File: src/rtl/mdr_xfer_reg_if.sv
// Bus/memory handshake bundle for mdr_xfer_reg.
// slave = register side, master = control unit / memory side.
interface mdr_xfer_reg_if #(
  parameter int DATA_W = 32
);
  logic [DATA_W-1:0] BusMuxOut;
  logic              mdr_in;
  logic              mem_rd;
  logic              mem_wr;
  logic [1:0]        size;
  logic              sign;
  logic [DATA_W-1:0] mdata_in;
  logic              mem_ready;
  logic              mem_req;
  logic              mem_we;
  logic [DATA_W-1:0] mdata_out;
  logic [DATA_W-1:0] Q;
  logic              busy;
  logic              done;
  logic              err;

  modport slave (
    input  BusMuxOut, mdr_in, mem_rd, mem_wr, size, sign, mdata_in, mem_ready,
    output mem_req, mem_we, mdata_out, Q, busy, done, err
  );

  modport master (
    output BusMuxOut, mdr_in, mem_rd, mem_wr, size, sign, mdata_in, mem_ready,
    input  mem_req, mem_we, mdata_out, Q, busy, done, err
  );
endinterface

File: src/rtl/mdr_xfer_reg.sv
// Memory data register with req/ready memory handshake and optional timeout.
// Optional feature macro MDR_SUBWORD_EXT_EN: byte/half extraction with sign/zero extension on reads.
module mdr_xfer_reg #(
  parameter int DATA_W   = 32,
  parameter int WAIT_MAX = 15
) (
  input logic            clock,
  input logic            reset,
  mdr_xfer_reg_if.slave  bus
);
  localparam int CNT_W = (WAIT_MAX < 2) ? 1 : $clog2(WAIT_MAX + 1);
  localparam int LAST  = (WAIT_MAX > 0) ? WAIT_MAX - 1 : 0;

  typedef enum logic [1:0] {IDLE, RD_WAIT, WR_WAIT} state_t;

  state_t            r_state;
  logic [DATA_W-1:0] r_q;
  logic [CNT_W-1:0]  r_cnt;
  logic              r_done;
  logic              r_err;
  logic [DATA_W-1:0] w_rd_val;
  logic              w_timeout;

`ifdef MDR_SUBWORD_EXT_EN
  logic [1:0] r_size;
  logic       r_sign;

  function automatic logic [DATA_W-1:0] ext_rd(input logic [DATA_W-1:0] d,
                                               input logic [1:0] sz,
                                               input logic sg);
    logic signed [7:0]  b;
    logic signed [15:0] h;
    b = d[7:0];
    h = d[15:0];
    case (sz)
      2'b00:   ext_rd = sg ? DATA_W'(b) : DATA_W'(d[7:0]);
      2'b01:   ext_rd = sg ? DATA_W'(h) : DATA_W'(d[15:0]);
      default: ext_rd = d;
    endcase
  endfunction

  assign w_rd_val = ext_rd(bus.mdata_in, r_size, r_sign);
`else
  logic w_unused_cfg;
  assign w_unused_cfg = ^{bus.size, bus.sign};
  assign w_rd_val     = bus.mdata_in;
`endif

  // Abort on the last permitted wait cycle; ready on that same edge still wins.
  assign w_timeout = (WAIT_MAX > 0) && (r_cnt == CNT_W'(LAST));

  always_ff @(posedge clock or posedge reset) begin
    if (reset) begin
      r_state <= IDLE;
      r_q     <= '0;
      r_cnt   <= '0;
      r_done  <= 1'b0;
      r_err   <= 1'b0;
`ifdef MDR_SUBWORD_EXT_EN
      r_size  <= 2'b00;
      r_sign  <= 1'b0;
`endif
    end else begin
      r_done <= 1'b0;
      case (r_state)
        IDLE: begin
          if (bus.mem_rd || bus.mem_wr) begin
            r_state <= bus.mem_rd ? RD_WAIT : WR_WAIT;
            r_err   <= 1'b0;
            r_cnt   <= '0;
`ifdef MDR_SUBWORD_EXT_EN
            r_size  <= bus.size;
            r_sign  <= bus.sign;
`endif
          end else if (bus.mdr_in) begin
            r_q <= bus.BusMuxOut;
          end
        end
        RD_WAIT, WR_WAIT: begin
          if (bus.mem_ready) begin
            if (r_state == RD_WAIT) r_q <= w_rd_val;
            r_state <= IDLE;
            r_done  <= 1'b1;
          end else if (w_timeout) begin
            r_state <= IDLE;
            r_err   <= 1'b1;
          end else if (WAIT_MAX > 0) begin
            r_cnt <= r_cnt + 1'b1;
          end
        end
        default: r_state <= IDLE;
      endcase
    end
  end

  assign bus.mem_req   = (r_state != IDLE);
  assign bus.mem_we    = (r_state == WR_WAIT);
  assign bus.busy      = (r_state != IDLE);
  assign bus.mdata_out = r_q;
  assign bus.Q         = r_q;
  assign bus.done      = r_done;
  assign bus.err       = r_err;
endmodule

File: src/flat_wrapper.sv
// flat-port wrapper written by rule: the top's interface ports become plain ports
module mdr_xfer_reg_flat 
#(
  parameter int DATA_W   = 32,
  parameter int WAIT_MAX = 15
)
  (clock, reset, bus_BusMuxOut, bus_mdr_in, bus_mem_rd, bus_mem_wr, bus_size, bus_sign, bus_mdata_in, bus_mem_ready, bus_mem_req, bus_mem_we, bus_mdata_out, bus_Q, bus_busy, bus_done, bus_err);
  mdr_xfer_reg_if #(.DATA_W(DATA_W)) bus_i ();
  input logic clock;
  input logic reset;
  input wire logic [$bits(bus_i.BusMuxOut)-1:0] bus_BusMuxOut;
  input wire logic [$bits(bus_i.mdr_in)-1:0] bus_mdr_in;
  input wire logic [$bits(bus_i.mem_rd)-1:0] bus_mem_rd;
  input wire logic [$bits(bus_i.mem_wr)-1:0] bus_mem_wr;
  input wire logic [$bits(bus_i.size)-1:0] bus_size;
  input wire logic [$bits(bus_i.sign)-1:0] bus_sign;
  input wire logic [$bits(bus_i.mdata_in)-1:0] bus_mdata_in;
  input wire logic [$bits(bus_i.mem_ready)-1:0] bus_mem_ready;
  output wire logic [$bits(bus_i.mem_req)-1:0] bus_mem_req;
  output wire logic [$bits(bus_i.mem_we)-1:0] bus_mem_we;
  output wire logic [$bits(bus_i.mdata_out)-1:0] bus_mdata_out;
  output wire logic [$bits(bus_i.Q)-1:0] bus_Q;
  output wire logic [$bits(bus_i.busy)-1:0] bus_busy;
  output wire logic [$bits(bus_i.done)-1:0] bus_done;
  output wire logic [$bits(bus_i.err)-1:0] bus_err;
  assign bus_i.BusMuxOut = bus_BusMuxOut;
  assign bus_i.mdr_in = bus_mdr_in;
  assign bus_i.mem_rd = bus_mem_rd;
  assign bus_i.mem_wr = bus_mem_wr;
  assign bus_i.size = bus_size;
  assign bus_i.sign = bus_sign;
  assign bus_i.mdata_in = bus_mdata_in;
  assign bus_i.mem_ready = bus_mem_ready;
  assign bus_mem_req = bus_i.mem_req;
  assign bus_mem_we = bus_i.mem_we;
  assign bus_mdata_out = bus_i.mdata_out;
  assign bus_Q = bus_i.Q;
  assign bus_busy = bus_i.busy;
  assign bus_done = bus_i.done;
  assign bus_err = bus_i.err;
  mdr_xfer_reg #(.DATA_W(DATA_W), .WAIT_MAX(WAIT_MAX)) u_core (.clock(clock), .reset(reset), .bus(bus_i));
endmodule
File: config.mk
export PLATFORM = sky130hd
export DESIGN_NAME = mdr_xfer_reg_flat
export DESIGN_NICKNAME = d
export VERILOG_FILES = /design/src/rtl/mdr_xfer_reg_if.sv /design/src/rtl/mdr_xfer_reg.sv /design/src/flat_wrapper.sv
export SDC_FILE = /design/constraint.sdc
export NUM_CORES = 1
export LEC_CHECK = 0
export ABC_CLOCK_PERIOD_IN_PS = 2400
export BUFFER_PORTS_ARGS = -buffer_cell sky130_fd_sc_hd__clkbuf_2
export CORE_MARGIN = 3
export CORE_UTILIZATION = 44
export DETAILED_ROUTE_END_ITERATION = 8
export PLACE_DENSITY = 0.85
export SETUP_SLACK_MARGIN = 0.5
export SLEW_MARGIN = 15
export SYNTH_ARGS = -nofsm -noshare
export SYNTH_HDL_FRONTEND = slang
export SYNTH_SLANG_ARGS = --single-unit
export TNS_END_PERCENT = 5
File: constraint.sdc
create_clock -name clock -period 2.4 [get_ports clock]
set_input_delay 0.48 -clock clock [delete_from_list [all_inputs] [get_ports clock]]
set_output_delay 0.48 -clock clock [all_outputs]
set_load 0.03 [all_outputs]
# Yosys cells after proc, flatten, opt, wreduce, memory -nomap -nowiden
# Cells that the tools add are included.
[totals]
ff_bits = 40
latchBits = 0
mem_bits_rw = 0
romBits = 0
in_bits = 73
out_inout_bits = 69
word_cells = 47
mem_count = 0
[classes]
addsub = 1
multipliers = 0
n_div = 0
order_cmp = 0
n_eq_ne = 12
n_shift = 0
n_mux = 20
n_bitwise = 0
reduce_logical = 9
[ops]
columns = ["cell", "n"]
rows = [
  ["$mux W32", 4],
  ["$pmux W32 S2", 1],
  ["$mux W4", 3],
  ["$ne A2 B2 Y1 const B", 5],
  ["$mux W2", 4],
  ["$pmux W4 S2", 1],
  ["$reduce_and A4 Y1", 2],
  ["$ne A2 B1 Y1 const B", 3],
  ["$mux W1", 5],
  ["$reduce_and A5 Y1", 1],
  ["$add A4 B1 Y4 const B", 1],
  ["$eq A4 B4 Y1 const B", 1],
  ["$pmux W2 S2", 1],
  ["$reduce_bool A2 Y1", 2],
  ["$ne A3 B2 Y1 const B", 1],
  ["$eq A2 B1 Y1 const B", 1],
  ["$eq A2 B2 Y1 const B", 1],
  ["$logic_not A2 Y1", 1],
  ["$pmux W1 S2", 1],
  ["$reduce_and A2 Y1", 1],
  ["$reduce_or A2 Y1", 1],
  ["$logic_or A1 B1 Y1", 1],
]

# Longest topological paths before layout
[depth]
depth_word = 4
ltp_mapped = 8
mapped_depth_nobuf = 6

# Worst setup path before layout
# OpenSTA, ideal clock, no wires.
[synth_timing]
path_kind = "register to register"
startpoint = "reg u_core.r_state[0]"
endpoint = "reg u_core.r_q[0] (netlist: u_core.bus.Q[0])"
setup_time_ps = 125
arrival_ps = 1586
required_ps = 2275
setup_slack_ps = 689
stages_incl_launch_ff = 8
path_buffers = 2
synth_period_minus_slack_ps = 1711
path_cell_list = "dfrtp_1 -> inv_1 -> ha_1 -> buf_4 -> inv_2 -> o221a_4 -> buf_6 -> mux2_4"
[synth_between]
elab_chain_len = 4
elab_cells_between_ends = 11
cone_classes = "eq/ne: 6; mux: 1; reduce/logical: 4"
[synth_lines]
columns = ["item", "line", "text"]
rows = [
  ["from (decl)", "mdr_xfer_reg.sv:16", "state_t r_state;"],
  ["from (signal assigned)", "mdr_xfer_reg.sv:68", "r_state <= bus.mem_rd ? RD_WAIT : WR_WAIT;"],
  ["$eq A2 B2 Y1 or $eq A2 B1 Y1 (tied branches)", "mdr_xfer_reg.sv:65, mdr_xfer_reg.sv:81", ""],
  ["$reduce_or A2 Y1", "mdr_xfer_reg.sv:65", "case (r_state)"],
  ["$ne A2 B1 Y1 (no source line), or another cell as far along", "n/a", ""],
  ["$reduce_and A5 Y1 (no source line)", "n/a", ""],
  ["to (signal assigned)", "mdr_xfer_reg.sv:76", "r_q <= bus.BusMuxOut;"],
  ["to (signal assigned)", "mdr_xfer_reg.sv:81", "if (r_state == RD_WAIT) r_q <= w_rd_val;"],
  ["to (decl)", "mdr_xfer_reg.sv:17", "logic [DATA_W-1:0] r_q;"],
]
# Several ways; a longest one is shown, not always the timed one.
# A chain may end at the register's enable or synchronous reset.

# Worst setup path in the final report
[layout_timing]
startpoint = "reg u_core.r_state[1]"
endpoint = "reg u_core.r_q[9] (netlist: u_core.bus.Q[9])"
# The elaborated chain is that of the path after synthesis.

==> impl_metrics.env <==
export IMPL_irDropWorstVdd_uv=736.7
export IMPL_drv_slew=0
export IMPL_critPathMaxFanout=23
export IMPL_firstDrtPassIters=5
export IMPL_grt_use_met1_pct=18.25
export IMPL_grt_busiest_layer="met2"
export IMPL_multi_input_area_um2=1159
export IMPL_clk_pin_slew_ps=80
export IMPL_place_ws_ps=505.6
export IMPL_gp_congestion=0.8377
export IMPL_setup_slack_ps=537.7
export IMPL_fin_crit_ps=1862
export IMPL_drt_vias_per_instance=4.941
export IMPL_drc=0
export IMPL_syn_inst=194
export IMPL_fmax_ghz=0.5370
export IMPL_ioPinCount=142
export IMPL_portBuffers=138
export IMPL_startpoint_type="flop"
export IMPL_crit_family="multiplexers"
export IMPL_rr_startpoint="u_core.r_state[1]"
export IMPL_worstPathBufferInverterCount=2
export IMPL_synth_cell_types=36
export IMPL_nets=381
export IMPL_path_cells="inv_1 -> ha_2 -> buf_4 -> mux2_2 -> mux2_4"
export IMPL_use_met2_pct=30.29
export IMPL_design_core_area_um2=5303
export IMPL_cts_root_buf="clkbuf_8"
export IMPL_async_reset_ff_share_pct=100.0
export IMPL_synth_edf_count=0
export IMPL_slowest_stage="mux2_2"
export IMPL_critPathKind="reg2reg"
export IMPL_start_util_pct=47.12
export IMPL_die_h_um=81.36
export IMPL_numPlacedInstances=366
export IMPL_max_stage_delay_ps=390
export IMPL_rsz0062_at_grt="yes"
export IMPL_globalRouteOverflowTotal=0
export IMPL_syn_avg_cell_area_um2=12.88
export IMPL_grt_use_met3_pct=3.326
export IMPL_routed_wl_um=5530
export IMPL_worstPathRequired_ps=2580
export IMPL_p_per_area_nw_per_um2=1826
export IMPL_postRouteAntennaNets=0
export IMPL_cts_sinks=40
export IMPL_vias=1848
export IMPL_instances_no_fill=374
export IMPL_rrSetupSlack_ps=540
export IMPL_synth_area_leader_cell="dfrtp_1"
export IMPL_first_iter_violations=38
export IMPL_rows=26
export IMPL_seqCellArea_um2=1001
export IMPL_tritoncts="done"
export IMPL_finalCritPeriodShare_pct=77.59
export IMPL_grt_use_total_pct=16.43
export IMPL_fin_skew_ps=3.843
export IMPL_areaGrowthSynthToFinish_pct=24.59
export IMPL_outcome="finished, final reports clean"
export IMPL_setup_tns_ps=0
export IMPL_cts_buffer_depth=2
export IMPL_synthTopCellsByCount="dfrtp_1, buf_4, mux2_2, mux2_4, ha_1"
export IMPL_yosysTopAreaCellShare_pct=40.06
export IMPL_synthTopCellsByArea="dfrtp_1, mux2_4, mux2_2, buf_4, ha_1"
export IMPL_cp_end_kind="flop"
export IMPL_postCtsSetupRepairBufs=0
export IMPL_synth_flop_cell="dfrtp_1"
export IMPL_dieWidth_um=81.36
export IMPL_worstMarginPinSlew_ps=751.1
export IMPL_synthesis_area_um2=2499
export IMPL_r2r_cells=5
export IMPL_p_leak_uw=0.001647
export IMPL_antenna_cells=0
export IMPL_antenna_found_initial=0
export IMPL_r2r_end="u_core.bus.Q[9]"
export IMPL_synth_seq_cells=40
export IMPL_synth_seq_area_share_pct=40.06
export IMPL_h_tree_depth=2
export IMPL_yosysMostFrequentCell="dfrtp_1"
export IMPL_slew_headroom_pct=49.62
export IMPL_worstHoldPathType="in2async"
export IMPL_dieArea_um2=6619
export IMPL_fill_cells=458
export IMPL_setup_violations=0
export IMPL_grt_first_pass_wirelength_um=8383
export IMPL_cp_arrival_ps=2040
export IMPL_drv_cap=0
export IMPL_layout_drive_gt1_share_pct=72.04
export IMPL_synth_warnings=0
export IMPL_hold_ws_ps=196.8
export IMPL_final_hold_violation_count=0
export IMPL_synthesis_nets=272
export IMPL_hpwl_um=4327
export IMPL_insertion_delay_ps=290
export IMPL_routedWlPerCell_um=14.79
export IMPL_cts_buffers=5
export IMPL_grt_max_degree=24
export IMPL_grt_pass1_vias=1852
## layer usage
metal	wire, um	part of all wire, %	vias up
met5	0	0	-
li1	-	-	869
met2	2956	53	99
met4	59	1.1	0
met3	482	8.7	7
met1	2031	37	873
## flip-flops by register name, summed over array words and instances, names as in the netlist
name,count
u_core.r_state,2
u_core.r_cnt,4
u_core.bus.done,1
u_core.bus.err,1
u_core.bus.Q,32
## cells by family (layout without fill, tap and decap cells)
family / after synthesis / in the layout / share of synthesized area, %
mux: 64 / 64 / 33.35
compound gates: 17 / 17 / 5.409
flops: 40 / 40 / 40.06
simple gates: 20 / 20 / 5.008
fa+ha+maj: 5 / 5 / 2.504
buf+inv: 48 / 158 / 13.67
## where the power goes
part / internal, uW / total, uW / switching [uW]
clock network: 309 / 548 / 239
registers: 1010 / 1280 / 272
logic: 1630 / 3850 / 2220
## how the worst max path moves through the flow
stage	cells past startpoint	to	startpoint	slack, ps
CTS	6	u_core.bus.Q[26]	u_core.r_state[0]	500
finish	5	u_core.bus.Q[9]	u_core.r_state[1]	540
detailed placement	5	u_core.bus.Q[26]	bus_mem_rd	510
global route	5	u_core.bus.Q[30]	u_core.r_state[1]	460
floorplan	7	u_core.bus.Q[0]	u_core.r_state[0]	690
global placement	6	u_core.bus.Q[26]	u_core.r_state[0]	540
## stage by stage
step	utilization [%]	cell area [um2]	power (uW)
CTS	58.59	3107	5721
global route	58.71	3113	6023
floorplan	-	2499	4696
detailed placement	56.56	2999	5158
finish	58.71	3113	5685
global placement	56.56	2999	5069
## layout by cell type, fill, tap and decap left out, types with 2 or more instances in the layout
master / n
clkbuf_8: 5
buf_4: 4
mux2_4: 30
nand2b_1: 2
mux2_1: 2
inv_1: 3
nor2_1: 2
mux2_2: 32
nand2_1: 2
inv_2: 3
nor3b_2: 2
nand3_1: 4
clkbuf_2: 138
o21ai_0: 4
dfrtp_1: 40
or2_1: 2
ha_1: 4
## repair_timing
| action | in CTS | in global routing |
|---|---|---|
| hold buffers | 0 | 0 |
| endpoints found under the setup margin | 0 | 35 |
| gates resized for setup | 0 | 2 |
## layout make-up
class                      count  share of cell area (%)
inverter                       7                  0.8441
multi-input combinational    106                   37.22
clock buffer                   6                   2.331
clock inverter                 2                   1.125
sequential                    40                   32.15
timing repair buffer         143                   23.51
tap                           70                   2.814
Note: power is estimated with default switching activity, not from simulation.
